==> config.mk <==
export PLATFORM = sky130hd
export DESIGN_NAME = control_unit_pipe
export DESIGN_NICKNAME = d
export VERILOG_FILES = /design/src/rtl/cu_pkg.sv /design/src/rtl/cu_decode.sv /design/src/rtl/control_unit_pipe.sv
export SDC_FILE = /design/constraint.sdc
export NUM_CORES = 1
export LEC_CHECK = 0
export ABC_AREA = 1
export CAP_MARGIN = 20
export CORE_ASPECT_RATIO = 1.1
export CORE_UTILIZATION = 50
export DETAILED_ROUTE_END_ITERATION = 10
export PLACE_DENSITY = 0.83
export SYNTH_ARGS = -nofsm -noshare
export SYNTH_HDL_FRONTEND = slang
export SYNTH_SLANG_ARGS = --single-unit
==> constraint.sdc <==
create_clock -name clk -period 2.78 [get_ports clk]
set_clock_uncertainty 0.1 [all_clocks]
set_input_delay 0.556 -clock clk [delete_from_list [all_inputs] [get_ports clk]]
set_output_delay 0.556 -clock clk [all_outputs]
set_load 0.05 [all_outputs]
==> src/rtl/cu_pkg.sv <==
// Shared definitions for the pipelined control unit: opcodes, ALU and
// operand-B select codes, the registered control word and the FSM state.
package cu_pkg;

    localparam int unsigned ALU_W = 4;
    localparam int unsigned SRC_W = 2;
    localparam int unsigned CTR_W = 4;

    // Opcodes (compared against the zero-extended opcode field)
    localparam int unsigned OP_ADD  = 'h00;
    localparam int unsigned OP_ADDI = 'h01;
    localparam int unsigned OP_SUB  = 'h02;
    localparam int unsigned OP_SUBI = 'h03;
    localparam int unsigned OP_XOR  = 'h04;
    localparam int unsigned OP_XORI = 'h05;
    localparam int unsigned OP_MULT = 'h06;
    localparam int unsigned OP_SLV  = 'h07;
    localparam int unsigned OP_SRV  = 'h08;
    localparam int unsigned OP_SCLV = 'h09;
    localparam int unsigned OP_SCRV = 'h0A;
    localparam int unsigned OP_LW   = 'h0B;
    localparam int unsigned OP_LWV  = 'h0C;
    localparam int unsigned OP_SW   = 'h0D;
    localparam int unsigned OP_SWV  = 'h0E;
    localparam int unsigned OP_JUMP = 'h0F;
    localparam int unsigned OP_BEQ  = 'h10;
    localparam int unsigned OP_NOP  = 'h3F;

    // ALU operation codes
    localparam logic [ALU_W-1:0] ALU_ADD  = 4'b0000;
    localparam logic [ALU_W-1:0] ALU_SUB  = 4'b0001;
    localparam logic [ALU_W-1:0] ALU_MULT = 4'b0010;
    localparam logic [ALU_W-1:0] ALU_XOR  = 4'b0011;
    localparam logic [ALU_W-1:0] ALU_VADD = 4'b0100;
    localparam logic [ALU_W-1:0] ALU_VSUB = 4'b0101;
    localparam logic [ALU_W-1:0] ALU_VXOR = 4'b0110;
    localparam logic [ALU_W-1:0] ALU_SLV  = 4'b0111;
    localparam logic [ALU_W-1:0] ALU_SRV  = 4'b1000;
    localparam logic [ALU_W-1:0] ALU_SCLV = 4'b1001;
    localparam logic [ALU_W-1:0] ALU_SCRV = 4'b1010;
    localparam logic [ALU_W-1:0] ALU_NONE = 4'b1111;

    // Operand-B select: register, bubble filler, sign-extended immediate, shift amount
    localparam logic [SRC_W-1:0] SRC_RD    = 2'b00;
    localparam logic [SRC_W-1:0] SRC_BUB   = 2'b01;
    localparam logic [SRC_W-1:0] SRC_SE    = 2'b10;
    localparam logic [SRC_W-1:0] SRC_SHIFT = 2'b11;

    typedef struct packed {
        logic             reg_write;
        logic             mem_to_reg;
        logic             mem_write;
        logic [ALU_W-1:0] alu_control;
        logic [SRC_W-1:0] alu_src;
        logic             branch;
        logic             jump;
    } ctrl_word_t;

    localparam ctrl_word_t BUBBLE = '{
        reg_write:   1'b0,
        mem_to_reg:  1'b0,
        mem_write:   1'b0,
        alu_control: ALU_NONE,
        alu_src:     SRC_BUB,
        branch:      1'b0,
        jump:        1'b0
    };

    typedef enum logic [1:0] {
        ST_RUN   = 2'b00,
        ST_BUSY  = 2'b01,
        ST_FLUSH = 2'b10
    } cu_state_t;

    // Control word for a register-writing ALU instruction
    function automatic ctrl_word_t alu_word(input logic [ALU_W-1:0] alu,
                                            input logic [SRC_W-1:0] src);
        ctrl_word_t w;
        w             = '0;
        w.reg_write   = 1'b1;
        w.alu_control = alu;
        w.alu_src     = src;
        return w;
    endfunction

endpackage

==> src/rtl/cu_decode.sv <==
// Combinational opcode decoder.
// Ports: op_i (opcode), vec_i (vector variant select) -> word_o (control word),
//        illegal_o (opcode undefined in this build).
// Vector support is compiled in only when CU_VECTOR_EN is defined.
module cu_decode
    import cu_pkg::*;
#(
    parameter int unsigned OP_W = 6
) (
    input  logic [OP_W-1:0] op_i,
    input  logic            vec_i,
    output ctrl_word_t      word_o,
    output logic            illegal_o
);

    logic vec_sel;

`ifdef CU_VECTOR_EN
    assign vec_sel = vec_i;
`else
    logic unused_vec;
    assign unused_vec = vec_i;
    assign vec_sel    = 1'b0;
`endif

    // Opcode table; unknown opcodes decode to a bubble and flag illegal
    always_comb begin
        word_o    = BUBBLE;
        illegal_o = 1'b0;
        case (32'(op_i))
            OP_ADD:  word_o = alu_word(vec_sel ? ALU_VADD : ALU_ADD, SRC_RD);
            OP_ADDI: word_o = alu_word(ALU_ADD, SRC_SE);
            OP_SUB:  word_o = alu_word(vec_sel ? ALU_VSUB : ALU_SUB, SRC_RD);
            OP_SUBI: word_o = alu_word(ALU_SUB, SRC_SE);
            OP_XOR:  word_o = alu_word(vec_sel ? ALU_VXOR : ALU_XOR, SRC_RD);
            OP_XORI: word_o = alu_word(ALU_XOR, SRC_SE);
            OP_MULT: word_o = alu_word(ALU_MULT, SRC_RD);
`ifdef CU_VECTOR_EN
            OP_SLV:  word_o = alu_word(ALU_SLV, SRC_SHIFT);
            OP_SRV:  word_o = alu_word(ALU_SRV, SRC_SHIFT);
            OP_SCLV: word_o = alu_word(ALU_SCLV, SRC_SHIFT);
            OP_SCRV: word_o = alu_word(ALU_SCRV, SRC_SHIFT);
            OP_LWV: begin
                word_o            = alu_word(ALU_ADD, SRC_RD);
                word_o.mem_to_reg = 1'b1;
            end
            OP_SWV: begin
                word_o           = alu_word(ALU_ADD, SRC_RD);
                word_o.reg_write = 1'b0;
                word_o.mem_write = 1'b1;
            end
`endif
            OP_LW: begin
                word_o            = alu_word(ALU_ADD, SRC_RD);
                word_o.mem_to_reg = 1'b1;
            end
            OP_SW: begin
                word_o           = alu_word(ALU_ADD, SRC_RD);
                word_o.reg_write = 1'b0;
                word_o.mem_write = 1'b1;
            end
            OP_JUMP: begin
                word_o           = alu_word(ALU_ADD, SRC_RD);
                word_o.reg_write = 1'b0;
                word_o.jump      = 1'b1;
            end
            // Branch compare is a subtract of the two register operands
            OP_BEQ: begin
                word_o           = alu_word(ALU_SUB, SRC_RD);
                word_o.reg_write = 1'b0;
                word_o.branch    = 1'b1;
            end
            OP_NOP:  word_o = BUBBLE;
            default: illegal_o = 1'b1;
        endcase
    end

endmodule

==> src/rtl/control_unit_pipe.sv <==
// Pipelined control unit: decodes the instruction in the decode slot into a
// registered control word and sequences multi-cycle MULT stalls and
// jump/taken-branch flush windows.
// Ports: clk, rst (sync, active-high); OP, VEC, VALID_IN, STALL_EXT,
//        BRANCH_TAKEN in; registered control word bits, VALID_OUT, ILLEGAL out;
//        STALL/FLUSH out, decoded directly from the state.
// Build option: CU_VECTOR_EN enables the vector instructions (see cu_decode).
module control_unit_pipe
    import cu_pkg::*;
#(
    parameter int unsigned MULT_LAT  = 3,
    parameter int unsigned FLUSH_CYC = 2,
    parameter int unsigned OP_W      = 6
) (
    input  logic            clk,
    input  logic            rst,
    input  logic [OP_W-1:0] OP,
    input  logic            VEC,
    input  logic            VALID_IN,
    input  logic            STALL_EXT,
    input  logic            BRANCH_TAKEN,
    output logic            REG_WRITE,
    output logic            MEM_TO_REG,
    output logic            MEM_WRITE,
    output logic            BRANCH,
    output logic            JUMP,
    output logic [3:0]      ALU_CONTROL,
    output logic [1:0]      ALU_SRC,
    output logic            VALID_OUT,
    output logic            STALL,
    output logic            FLUSH,
    output logic            ILLEGAL
);

    cu_state_t        state_q;
    logic [CTR_W-1:0] cnt_q;
    ctrl_word_t       word_q;
    logic             valid_q;
    logic             illegal_q;

    ctrl_word_t       word_d;
    logic             illegal_d;
    logic             accept;
    logic             is_mult;
    logic             is_nop;

    cu_decode #(.OP_W(OP_W)) u_decode (
        .op_i      (OP),
        .vec_i     (VEC),
        .word_o    (word_d),
        .illegal_o (illegal_d)
    );

    assign STALL   = (state_q == ST_BUSY);
    assign FLUSH   = (state_q == ST_FLUSH);
    assign accept  = VALID_IN && !STALL && !STALL_EXT && (state_q == ST_RUN);
    assign is_mult = (32'(OP) == OP_MULT);
    assign is_nop  = (32'(OP) == OP_NOP);

    // FSM, stall/flush counter and output register; default is a bubble
    always_ff @(posedge clk) begin
        if (rst) begin
            state_q   <= ST_RUN;
            cnt_q     <= '0;
            word_q    <= BUBBLE;
            valid_q   <= 1'b0;
            illegal_q <= 1'b0;
        end else begin
            word_q    <= BUBBLE;
            valid_q   <= 1'b0;
            illegal_q <= 1'b0;
            if (BRANCH_TAKEN) begin
                // Taken branch overrides everything, including a same-cycle accept
                state_q <= ST_FLUSH;
                cnt_q   <= CTR_W'(FLUSH_CYC);
            end else begin
                case (state_q)
                    ST_RUN: begin
                        if (accept) begin
                            if (illegal_d) begin
                                illegal_q <= 1'b1;
                            end else begin
                                word_q  <= word_d;
                                valid_q <= !is_nop;
                                if (is_mult && (MULT_LAT > 1)) begin
                                    state_q <= ST_BUSY;
                                    cnt_q   <= CTR_W'(MULT_LAT - 1);
                                end else if (word_d.jump) begin
                                    state_q <= ST_FLUSH;
                                    cnt_q   <= CTR_W'(FLUSH_CYC);
                                end
                            end
                        end
                    end
                    ST_BUSY, ST_FLUSH: begin
                        // Downstream stall freezes the count
                        if (!STALL_EXT) begin
                            if (cnt_q <= CTR_W'(1)) begin
                                state_q <= ST_RUN;
                                cnt_q   <= '0;
                            end else begin
                                cnt_q <= cnt_q - CTR_W'(1);
                            end
                        end
                    end
                    default: begin
                        state_q <= ST_RUN;
                        cnt_q   <= '0;
                    end
                endcase
            end
        end
    end

    assign REG_WRITE   = word_q.reg_write;
    assign MEM_TO_REG  = word_q.mem_to_reg;
    assign MEM_WRITE   = word_q.mem_write;
    assign ALU_CONTROL = word_q.alu_control;
    assign ALU_SRC     = word_q.alu_src;
    assign BRANCH      = word_q.branch;
    assign JUMP        = word_q.jump;
    assign VALID_OUT   = valid_q;
    assign ILLEGAL     = illegal_q;

endmodule

== Word level (Yosys, flattened, before mapping) ==
Cells that the tools add are included.
Storage, ports and cells
  bits in registers: 19
  latch bits: 0
  bits in writable memories: 0
  bits in read-only memories: 0
  input bits: 12
  output and inout port bits: 15
  word-level logic and storage cells: 76
  memories kept: 0
Cells by class
  $add $sub $neg: 1
  multiply operators: 0
  divide/modulo/power cells: 0
  $lt $le $gt $ge: 1
  eq/ne operators: 23
  shift-type cells: 0
  multiplexer cells: 18
  bitwise operators: 3
  reductions and logical operators: 17
Operators with widths (count)
  11-bit one-hot mux with 11 select lines: 1
  4-bit two-way mux: 6
  6-bit by 3-bit == test with 1-bit output, second input constant: 3
  6-bit by 4-bit == test with 1-bit output, second input constant: 3
  2-bit two-way mux: 8
  3-bit != test, second input constant: 5
  6-bit by 2-bit == test with 1-bit output, second input constant: 2
  12-bit OR reduction: 1
  5-bit AND reduction: 2
  2-bit != test, second input constant: 4
  4-bit one-hot mux with 2 select lines: 1
  4-bit AND reduction: 2
  6-bit by 1-bit == test with 1-bit output, second input constant: 1
  6-bit by 5-bit == test with 1-bit output, second input constant: 1
  6-bit == test, second input constant: 1
  6-bit logical NOT: 1
  5-bit OR reduction: 1
  4-bit by 1-bit <= comparator with 1-bit output, second input constant: 1
  4-bit != test, second input constant: 1
  2-bit one-hot mux with 2 select lines: 1
  2-bit OR reduction: 2
  4-bit OR reduction: 1
  4-bit by 1-bit subtractor with 4-bit output, second input constant: 1
  1-bit logical AND: 3
  other kinds (6): 10

== Depth between registers and ports, before layout ==
  word-level depth: 8
  depth in mapped cells: 11
  gate-level depth less buffers: 11

== Modules after synthesis ==
From an unflattened synthesis, not the netlist that was laid out.
Second synthesis, totals
  cell total of the unflattened synthesis: 171
  area total of the unflattened synthesis: 1151.1 µm²
Modules (own cells, without submodules)
  control_unit_pipe: instances 1, cells an instance 128, area each 943.4 µm², sequential area each 380.4 µm²
  cu_decode: instances 1, cells an instance 43, area each 207.7 µm², sequential area each 0.0 µm²

== Least setup slack after synthesis ==
No wires, ideal clock.
  kind: register -> register
  start: register state_q[1]
  end: register word_q (netlist bit MEM_WRITE)
  library setup time: 0.073 ns
  data arrival time: 1.556 ns
  data required time: 2.607 ns
  setup slack: 1.051 ns
  cell stages (with the launch flop): 11
  buffers on the path: 0
  period minus slack after synthesis: 1.729 ns
  path through: dfxtp_1 > inv_1 > ha_1 > nand3b_1 > nor2_1 > nand2_1 > inv_1 > nand2_2 > nor2_4 > inv_2 > nor3_2
Between the ends
  cells in the longest elaborated chain, start to end: 7
  elaborated cells on any way between the ends: 9
  those cells by class: eq/ne (1); bitwise (2); reduce/logical (6)
RTL lines
  start: declaration: RTL line control_unit_pipe.sv:35  | cu_state_t state_q;
  start signal: assignment: RTL line control_unit_pipe.sv:63  | state_q <= ST_RUN;
  start signal: assignment: RTL line control_unit_pipe.sv:74  | state_q <= ST_FLUSH;
  start signal: assignment: RTL line control_unit_pipe.sv:86  | state_q <= ST_BUSY;
  2-bit by 1-bit == test with 1-bit output: RTL line control_unit_pipe.sv:54  | assign STALL = (state_q == ST_BUSY);
  named net STALL: RTL line control_unit_pipe.sv:30  | output logic STALL,
  1-bit logical NOT: RTL line control_unit_pipe.sv:56  | assign accept = VALID_IN && !STALL && !STALL_EXT && (state_q == ST_RUN);
  1-bit logical AND (3 in series): RTL line control_unit_pipe.sv:56
  1-bit inverter (no source line)
  5-bit OR reduction (no source line)
  end signal: assignment: RTL line control_unit_pipe.sv:83  | word_q <= word_d;
  end: declaration: RTL line control_unit_pipe.sv:37  | ctrl_word_t word_q;
The timed path passes the listed nets, and every way through them passes these cells.
A chain may end at the register's enable or synchronous reset.

== Worst setup path in the final report ==
  start: register state_q[1]
  end: output port STALL
Between the ends
  cells in the longest elaborated chain, start to end: 1
RTL lines (RTL line)
  2-bit by 1-bit == test with 1-bit output: control_unit_pipe.sv:54
  end: declaration: control_unit_pipe.sv:30
Every way passes these cells.

==> impl_metrics.py <==
metrics = {
    "run_status": {
        "status": "complete, but fails checks",
        "violations": "DRC",
    },
    "yosys": {
        "async_reset_ff_frac": 0,
        "avgSynthCellArea_sq_um": 7.28,
        "synth_area_sq_um": 946,
        "ys_types": 24,
        "synthTopCellsByCount": "22 x nor2_1, 21 x nand2_1, 20 x inv_1, 17 x dfxtp_1, 10 x nand3_1",
        "yosys.area.top_type_share": 0.360,
        "synth_ff_type": "dfxtp_1",
        "synth_cells": 130,
        "synth-seq-cells": 17,
        "synth_fp_nets": 148,
        "synth_warnings": 0,
        "ys_top_cells_by_area": "dfxtp_1 36%, nor2_1 8.7%, nand2_1 8.3%, ha_1 7.9%, inv_1 7.9%",
        "yosysSeqAreaShare": 0.360,
        "synth_most_common_cell": "nor2_1",
        "synth-edff-count": 0,
        "yosys.area.top_type": "dfxtp_1",
    },
    "placement": {
        "place.gp.congestion": 0.819,
        "place_hpwl_mm": 1.43,
        "dpl-instance-area_sq_um": 1200,
        "pre_cts_slack_ns": 0.520,
        "port_buffers": 25,
    },
    "flow_run": {
        "cap_violations": 0,
    },
    "clock_network": {
        "cts_made_buffers": 3,
        "clockBufferDepth": 2,
        "h-tree-depth": 1,
        "ctsResizeCount": 0,
        "path_clk_slew_ns": 0.10,
        "clkLatencyLatePin_ns": 0.31,
        "cts.sinks": 17,
        "cts_tree": "built",
        "clock-root-buffer": "clkbuf_4",
        "cts_setup_buffers": 0,
        "postCtsHoldBufs": 0,
    },
    "critical_path": {
        "cp-start-kind": "register",
        "critPathMaxFanout": 4,
        "cp_data_arrival_time_ns": 1.71,
        "critPathKind": "register to output port",
        "crit_required_ns": 2.12,
        "rr_worst_depth": 9,
        "endpoint_kind": "output port",
    },
    "global_routing": {
        "met3_usage": 0.0226,
        "first_global_vias": 664,
        "grt_antenna_before_repair": 0,
        "grt_max_degree": 12,
        "met1_usage": 0.243,
        "grt_busiest_layer": "met2",
        "met2_usage": 0.282,
        "track_usage": 0.183,
        "overflow": 0,
        "grt_pass1_wl_mm": 2.74,
    },
    "floorplanning": {
        "rows": 16,
        "die_h_um": 47.6,
        "core_sq_um": 1780,
        "die_area_sq_um": 2070,
        "die_w_um": 43.5,
        "io_pins": 27,
        "start_util": 0.531,
    },
    "cells_and_area": {
        "final_nets": 176,
        "regArea_sq_um": 340,
        "final_area_sq_um": 1230,
        "fillers": 149,
        "multi_input_area_sq_um": 504,
        "synthToLayoutAreaGrowth_pct": 30.4,
        "drive_gt1_frac": 0.121,
        "diodes": 0,
    },
    "sta": {
        "worst_pin_slew_ns": 0.511,
        "fmax_mhz": 423,
        "timing.final.crit_share": 0.850,
        "finalSetupTns_ns": 0,
        "slew_viol_final": 0,
        "hold_viol_final": 0,
        "worst_slack_ns": 0.417,
        "whs_ns": 0.414,
        "slew_headroom": 0.658,
        "rsz0062_at_grt": "false",
        "setup_viol": 0,
        "fin_crit_ns": 2.36,
    },
    "drt": {
        "remaining_drc_errors": 2,
        "drtIter0Drc": 19,
        "vias": 842,
        "routed_wl_mm": 1.75,
        "via_per_inst": 4.81,
        "wl_per_cell_um": 9.97,
        "drt-pass1-iter-count": 7,
        "drtAntennaViolNets": 0,
    },
    "min_path": {
        "hold_path_depth": 2,
        "hp-class": "register to register",
    },
    "power_and_ir_drop": {
        "peakVddDrop_v": 0.000309,
        "power_leakage_uw": 0.000583,
        "p_per_area_nw_per_um2": 409,
    },
}
-- through the flow --
step            util  cells  total power, uW
6_report       0.692    175              505
5_1_grt        0.692    175              532
4_1_cts        0.692    175              510
3_5_place_dp   0.676    171              370
3_3_place_gp   0.676    171              367
2_1_floorplan      -    130              335
-- critical path: stages, from the launching register on --
cell	delay, ns
dfxtp_1	0.36
inv_1	0.09
ha_1	0.16
clkdlybuf4s50_1	0.80
-- cells by family after synthesis --
kind of cell               synth area share
xor gates and xnor gates            0.00926
adders and majority gates            0.0794
buffers and inverters                 0.107
AOI/OAI and AO/OA                    0.0635
DFF                                   0.360
and+or+nand+nor                       0.381
-- per-layer routing --
layer / vias up / part of all wire
li1: 461 / -
met4: 0 / 0.033
met3: 5 / 0.021
met5: - / 0
met1: 359 / 0.48
met2: 17 / 0.47
-- placed cells by master (no fill, tap or decap), drive strengths merged --
cell	count
clkdlybuf4s50	25
nor2	25
nand2	24
inv	23
dfxtp	17
nand3	13
ha	6
o21ai	6
nand4	3
a21oi	3
clkbuf	3
nor3	3
nand3b	1
o21bai	1
and3	1
xor2	1
a21boi	1
clkinvlp	1
-- cell type report --
type	instances	area share
clock buffers	3	0.0183
clock inverters	1	0.00609
inverters	23	0.0700
multi-input cells	88	0.409
flip-flops and latches	17	0.276
well taps	18	0.0183
repair buffers	25	0.203
-- path summary, 6_finish.rpt --
| kind | start | to | slack, ns |
|---|---|---|---|
| hold / removal | cnt_q[3] | cnt_q[3] | 0.41 |
| setup / recovery | state_q[1] | STALL | 0.42 |
| setup reg to reg | cnt_q[0] | cnt_q[1] | 1.06 |
| hold reg to reg | cnt_q[3] | cnt_q[3] | 0.41 |
-- registers in the layout, summed over array words and instances, names as in the netlist --
name,cells
MEM_TO_REG,1
MEM_WRITE,1
cnt_q,4
state_q,2
ILLEGAL,1
BRANCH,1
VALID_OUT,1
ALU_CONTROL,3
JUMP,1
ALU_SRC,1
REG_WRITE,1
-- report_power, final --
| part | internal (uW) | leakage [uW] | total, uW | switching, uW |
|---|---|---|---|---|
| registers | 249 | 0.000138 | 252 | 3.63 |
| logic | 44.0 | 0.000431 | 113 | 68.5 |
| clock network | 55.0 | 0.0000139 | 140 | 85.3 |
| total | 348 | 0.000583 | 505 | 157 |
No activity file was read; power rests on OpenSTA's default activity.
